==> config.mk <==
export PLATFORM = sky130hd
export DESIGN_NAME = alu_result_stage
export DESIGN_NICKNAME = d
export VERILOG_FILES = /design/src/rtl/alu_defs.sv /design/src/rtl/alu_flag_gen.sv /design/src/rtl/alu_result_stage.sv
export SDC_FILE = /design/constraint.sdc
export NUM_CORES = 1
export LEC_CHECK = 0
export BUFFER_PORTS_ARGS = -buffer_cell sky130_fd_sc_hd__clkbuf_2
export CORE_MARGIN = 4
export CORE_UTILIZATION = 40
export CTS_CLUSTER_DIAMETER = 120
export DETAILED_ROUTE_END_ITERATION = 16
export GPL_TIMING_DRIVEN = 0
export SKIP_LAST_GASP = 1
export SYNTH_ARGS = -nofsm -noshare
export SYNTH_HDL_FRONTEND = slang
export SYNTH_SLANG_ARGS = --single-unit
export TNS_END_PERCENT = 100
==> constraint.sdc <==
create_clock -name clk -period 3.4 [get_ports clk]
set_clock_uncertainty 0.1 [all_clocks]
set_input_delay 0.68 -clock clk [delete_from_list [all_inputs] [get_ports clk]]
set_output_delay 0.68 -clock clk [all_outputs]
set_load 0.03 [all_outputs]
==> src/rtl/alu_defs.sv <==
// Shared definitions for the ALU result path: op select codes, flag bit
// positions and the default data width.
package alu_defs;

   localparam int WIDTH_DEF = 8;

   // Op select codes applied to the 8-to-1 result mux
   localparam logic [2:0] OP_ADD = 3'b000;
   localparam logic [2:0] OP_SUB = 3'b001;
   localparam logic [2:0] OP_AND = 3'b010;
   localparam logic [2:0] OP_OR  = 3'b011;
   localparam logic [2:0] OP_XOR = 3'b100;
   localparam logic [2:0] OP_NOT = 3'b101;
   localparam logic [2:0] OP_SHL = 3'b110;
   localparam logic [2:0] OP_SHR = 3'b111;

   // Bit positions inside the 4-bit {N,Z,C,V} flag vector
   localparam int FLAG_N = 3;
   localparam int FLAG_Z = 2;
   localparam int FLAG_C = 1;
   localparam int FLAG_V = 0;

   // Carry and overflow are only meaningful for adder/subtractor results
   function automatic logic is_arith(input logic [2:0] sel);
      return (sel == OP_ADD) || (sel == OP_SUB);
   endfunction

endpackage

==> src/rtl/alu_flag_gen.sv <==
// Combinational N/Z/C/V derivation for one ALU result.
module alu_flag_gen
   import alu_defs::*;
#(
   parameter int WIDTH = WIDTH_DEF
) (
   input  logic [WIDTH-1:0] result,
   input  logic [2:0]       select,
   input  logic             carry,
   input  logic             ovf,
   output logic [3:0]       flags
);

   // N and Z come from the result; C and V only pass for arithmetic ops
   always_comb begin
      flags         = 4'b0000;
      flags[FLAG_N] = result[WIDTH-1];
      flags[FLAG_Z] = (result == {WIDTH{1'b0}});
      if (is_arith(select)) begin
         flags[FLAG_C] = carry;
         flags[FLAG_V] = ovf;
      end else begin
         flags[FLAG_C] = 1'b0;
         flags[FLAG_V] = 1'b0;
      end
   end

endmodule

==> src/rtl/alu_result_stage.sv <==
// Registered ALU result stage: flag generation, 2-entry skid buffer with a
// registered in_ready, and a wrapping count of completed output transfers.
module alu_result_stage
   import alu_defs::*;
#(
   parameter int WIDTH = WIDTH_DEF,
   parameter int CNT_W = 16
) (
   input  logic             clk,
   input  logic             rst_n,
   input  logic             in_valid,
   output logic             in_ready,
   input  logic [WIDTH-1:0] in_result,
   input  logic [2:0]       in_select,
   input  logic             in_carry,
   input  logic             in_ovf,
   output logic             out_valid,
   input  logic             out_ready,
   output logic [WIDTH-1:0] out_result,
   output logic [3:0]       out_flags,
   output logic [CNT_W-1:0] out_count
);

   logic [3:0]       new_flags_s;
   logic             in_xfer_s;
   logic             out_xfer_s;

   logic             main_valid_r;
   logic [WIDTH-1:0] main_result_r;
   logic [3:0]       main_flags_r;
   logic             skid_valid_r;
   logic [WIDTH-1:0] skid_result_r;
   logic [3:0]       skid_flags_r;
   logic             in_ready_r;
   logic [CNT_W-1:0] count_r;

   logic             main_valid_s;
   logic [WIDTH-1:0] main_result_s;
   logic [3:0]       main_flags_s;
   logic             skid_valid_s;
   logic [WIDTH-1:0] skid_result_s;
   logic [3:0]       skid_flags_s;

   alu_flag_gen #(.WIDTH(WIDTH)) u_flag_gen (
      .result (in_result),
      .select (in_select),
      .carry  (in_carry),
      .ovf    (in_ovf),
      .flags  (new_flags_s)
   );

   assign in_xfer_s  = in_valid && in_ready_r;
   assign out_xfer_s = main_valid_r && out_ready;

   // Next-state of the two entries: drain skid into main first, otherwise
   // fill main when it is free (or freeing), else park the input in skid
   always_comb begin
      main_valid_s  = main_valid_r;
      main_result_s = main_result_r;
      main_flags_s  = main_flags_r;
      skid_valid_s  = skid_valid_r;
      skid_result_s = skid_result_r;
      skid_flags_s  = skid_flags_r;
      if (out_xfer_s && skid_valid_r) begin
         main_valid_s  = 1'b1;
         main_result_s = skid_result_r;
         main_flags_s  = skid_flags_r;
         skid_valid_s  = in_xfer_s;
         if (in_xfer_s) begin
            skid_result_s = in_result;
            skid_flags_s  = new_flags_s;
         end else begin
            skid_result_s = skid_result_r;
            skid_flags_s  = skid_flags_r;
         end
      end else if (in_xfer_s && (!main_valid_r || out_xfer_s)) begin
         main_valid_s  = 1'b1;
         main_result_s = in_result;
         main_flags_s  = new_flags_s;
      end else if (in_xfer_s) begin
         skid_valid_s  = 1'b1;
         skid_result_s = in_result;
         skid_flags_s  = new_flags_s;
      end else begin
         main_valid_s  = main_valid_r && !out_xfer_s;
      end
   end

   // Entry registers, registered in_ready and the transfer counter
   always_ff @(posedge clk or negedge rst_n) begin
      if (!rst_n) begin
         main_valid_r  <= 1'b0;
         main_result_r <= {WIDTH{1'b0}};
         main_flags_r  <= 4'b0000;
         skid_valid_r  <= 1'b0;
         skid_result_r <= {WIDTH{1'b0}};
         skid_flags_r  <= 4'b0000;
         in_ready_r    <= 1'b1;
         count_r       <= {CNT_W{1'b0}};
      end else begin
         main_valid_r  <= main_valid_s;
         main_result_r <= main_result_s;
         main_flags_r  <= main_flags_s;
         skid_valid_r  <= skid_valid_s;
         skid_result_r <= skid_result_s;
         skid_flags_r  <= skid_flags_s;
         in_ready_r    <= !skid_valid_s;
         if (out_xfer_s) begin
            count_r <= count_r + {{(CNT_W-1){1'b0}}, 1'b1};
         end else begin
            count_r <= count_r;
         end
      end
   end

   assign in_ready   = in_ready_r;
   assign out_valid  = main_valid_r;
   assign out_result = main_result_r;
   assign out_flags  = main_flags_r;
   assign out_count  = count_r;

endmodule

==> results.tsv <==
stage	metric	value	unit
flow_run	maxCapViolCount	0	
outcome	status	completed	
critical_path	r2r_cells	5	
drt	drc	0	
cells_and_area	antenna_cells	0	
critical_path	crit_arrival	1.06	ns
cts	cts_setup_buffers	0	
global_route	grt_pass1_wl	6050	um
yosys	syn_area	1770	um^2
placement	placed_area	2060	um^2
timing	period_share	54.0	%
critical_path	worstPathRequired	2.62	ns
critical_path	rr_startpoint	out_valid$_DFFE_PN0P_	
drt	drt-pass1-iter-count	4	
yosys	syn_area_per_cell	11.4	um^2
yosys	yosys.area_share.simple	18.3	%
power	leakage	1.07	nW
hold_path	hold_depth	2	
hold_path	hp-class	flop to flop	
timing	slew-limit-headroom	31.0	%
cts	cts-resized-gates	0	
cts	clockBufferDepth	2	
cells_and_area	fillCellCount	397	
timing	setup_viol	0	
power	ir_drop	426	uV
yosys	yosys.cell_types.count	29	
cells_and_area	fin_nets	225	
timing	rsz0062_at_grt	false	
cells_and_area	fin_area	2160	um^2
power	p_per_area	857	nW/um^2
yosys	ys_warn_count	0	
cells_and_area	area_delta_synth_final	22.0	%
critical_path	crit_buf_inv	1	
critical_path	path_cells	clkbuf_2	
global_route	grt-ovfl-total	0	
cts	cts.sinks	41	
drt	vias_per_cell	5.13	
critical_path	slowest_stage	dfstp_2	
yosys	synth_compound_area_share	7.56	%
global_route	grt_usage	14.6	%
critical_path	critPathKind	flop to output pin	
cts	clock_latency	0.28	ns
timing	tns	0	ns
timing	maxSlewViolCount	0	
yosys	synth_cells	155	
placement	port_buffers	45	
yosys	synth.area.mux_share	5.72	%
die	die_h	74.6	um
global_route	grt_max_degree	42	
yosys	synth_seq_cells	41	
cts	cts_hold_buf	0	
placement	gp_congestion	0.748	
cells_and_area	multi_input_area	703	um^2
drt	drt_first_iter_violations	47	
die	die-area	5560	um^2
cts	h-tree-depth	2	
die	coreArea	4140	um^2
cts	tritoncts	done	
drt	post_drt_wl_per_cell	14.0	um
cells_and_area	final-seq-area	1030	um^2
yosys	synth-seq-area-share	58.0	%
timing	fin_crit	1.84	ns
cells_and_area	final_common_cell	clkbuf_2	
cells_and_area	fin_util	52.1	%
drt	ant_nets	0	
cells_and_area	drive_gt1_share	35.1	%
global_route	grt_pass1_vias	1327	
cts	clk_pin_slew	0.08	ns
drt	totalWireLength	3620	um
timing	hold_violations	0	
drt	via_count	1323	
timing	tightest_slew	1.03	ns
critical_path	max_stage_delay	0.56	ns
critical_path	crit_path_end_kind	output pin	
die	start_util	42.8	%
timing	fmax	0.545	GHz
cells_and_area	mostFrequentLayoutCells	clkbuf_2, dfrtp_1, nand2_1, xnor2_1, mux2_2	
critical_path	r2r_setup_slack	1.83	ns
yosys	synthAdderAreaFrac	0.706	%
die	io_pins	47	
die	rows	23	
placement	hpwl	2600	um
cts	cts_buffers	5	
critical_path	crit_fanout	4	
cts	root_buffer	clkbuf_8	
critical_path	cp-start-kind	flop	
hold_path	min_from	skid_result_r[3]$_DFFE_PN0P_	
yosys	synth_nets	173	
yosys	synth_xor_area_share	7.42	%
die	die_width	74.6	um
yosys	synth_top_family_by_area	simple AND/OR/NAND/NOR gates	
global_route	antenna_found_initial	0	
critical_path	timing.rr.end	out_count[12]$_DFFE_PN0N_	
critical_path	cpLargestDelayFamily	flip-flops	
hold_path	min_to	out_result[3]$_DFFE_PN0P_	
power by group:
part | total [mW] | internal [mW] | switching [mW] | leakage, nW
clock network | 0.340 | 0.183 | 0.157 | 0.0542
logic | 0.729 | 0.262 | 0.467 | 0.494
registers | 0.783 | 0.660 | 0.123 | 0.520
total | 1.85 | 1.11 | 0.747 | 1.07
sequential cells by signal, indices dropped and copies added (netlist names), named ones only:
signal	flops
skid_flags_r	3
skid_result_r	8
out_valid	1
out_count	16
out_flags	3
in_ready	1
out_result	8
how the worst max path moves through the flow:
stage	from	end	slack [ns]	cells past startpoint
finish	in_ready$_DFF_PN1_	in_ready	1.56	1
global route	in_ready$_DFF_PN1_	in_ready	1.54	1
CTS	in_ready$_DFF_PN1_	in_ready	1.55	1
detailed placement	out_ready	skid_result_r[5]$_DFFE_PN0P_	1.49	5
global placement	out_ready	skid_result_r[5]$_DFFE_PN0P_	1.47	5
floorplan	out_valid$_DFFE_PN0P_	out_count[12]$_DFFE_PN0N_	1.72	5
cells in the mapped netlist:
cell type	number	share of area, %
nand3_1	6	1.7
and3_1	2	0.71
buf_2	3	0.85
dfstp_2	1	1.5
and4_1	1	0.49
buf_4	2	0.85
nand4_2	2	1.4
a22o_1	1	0.49
nand2_4	1	0.64
dfrtp_1	40	56
xor2_1	2	0.99
nor4_4	2	2.4
xnor2_1	13	6.4
a31oi_1	1	0.35
nor2_1	3	0.64
nor3_1	1	0.28
a32oi_1	3	1.5
a21oi_1	1	0.28
nor4_1	2	0.71
o21a_1	1	0.42
a22oi_1	8	3.4
mux2_2	9	5.7
nand2b_1	1	0.35
ha_1	1	0.71
clkbuf_1	1	0.21
inv_1	2	0.42
nand2_1	39	8.3
o21ai_0	4	1.1
nand4_1	2	0.71
cell families after synthesis:
group                    count (synthesis)
AO/OA/AOI/OAI                           19
XOR/XNOR                                15
adder cells (fa/ha/maj)                  1
flip-flops                              41
AND/OR/NAND/NOR                         62
multiplexers                             9
buffers and inverters                    8
per-layer routing:
metal  wire length, um  GRT usage (%)
met4                40           4.74
met3               238           4.05
met2              1700           23.8
met5                 0              0
met1              1640           18.7
worst min-delay path, delay by kind of cell (launching register included):
family	cells	cell delay, ns
flops	1	0.34
simple gates	2	0.09
area by class of cell:
type / count / area share, %
Tap cell: 50 / 2.90
Multi-Input combinational cell: 106 / 32.5
Clock inverter: 1 / 0.232
Buffer: 6 / 1.56
Clock buffer: 7 / 4.46
Sequential cell: 41 / 47.5
Timing Repair Buffer: 45 / 10.4
Inverter: 2 / 0.347
metrics by stage:
| stage | std cells | hold WS (ns) | setup slack, ns | total power, mW |
|---|---|---|---|---|
| floorplan | 155 | 0.284 | 1.72 | 1.31 |
| global placement | 250 | 0.338 | 1.47 | 1.51 |
| detailed placement | 250 | 0.345 | 1.49 | 1.53 |
| CTS | 258 | 0.361 | 1.55 | 1.88 |
| global route | 258 | 0.377 | 1.54 | 1.98 |
| finish | 258 | 0.353 | 1.56 | 1.85 |
Power figures use the tool's default switching activity.
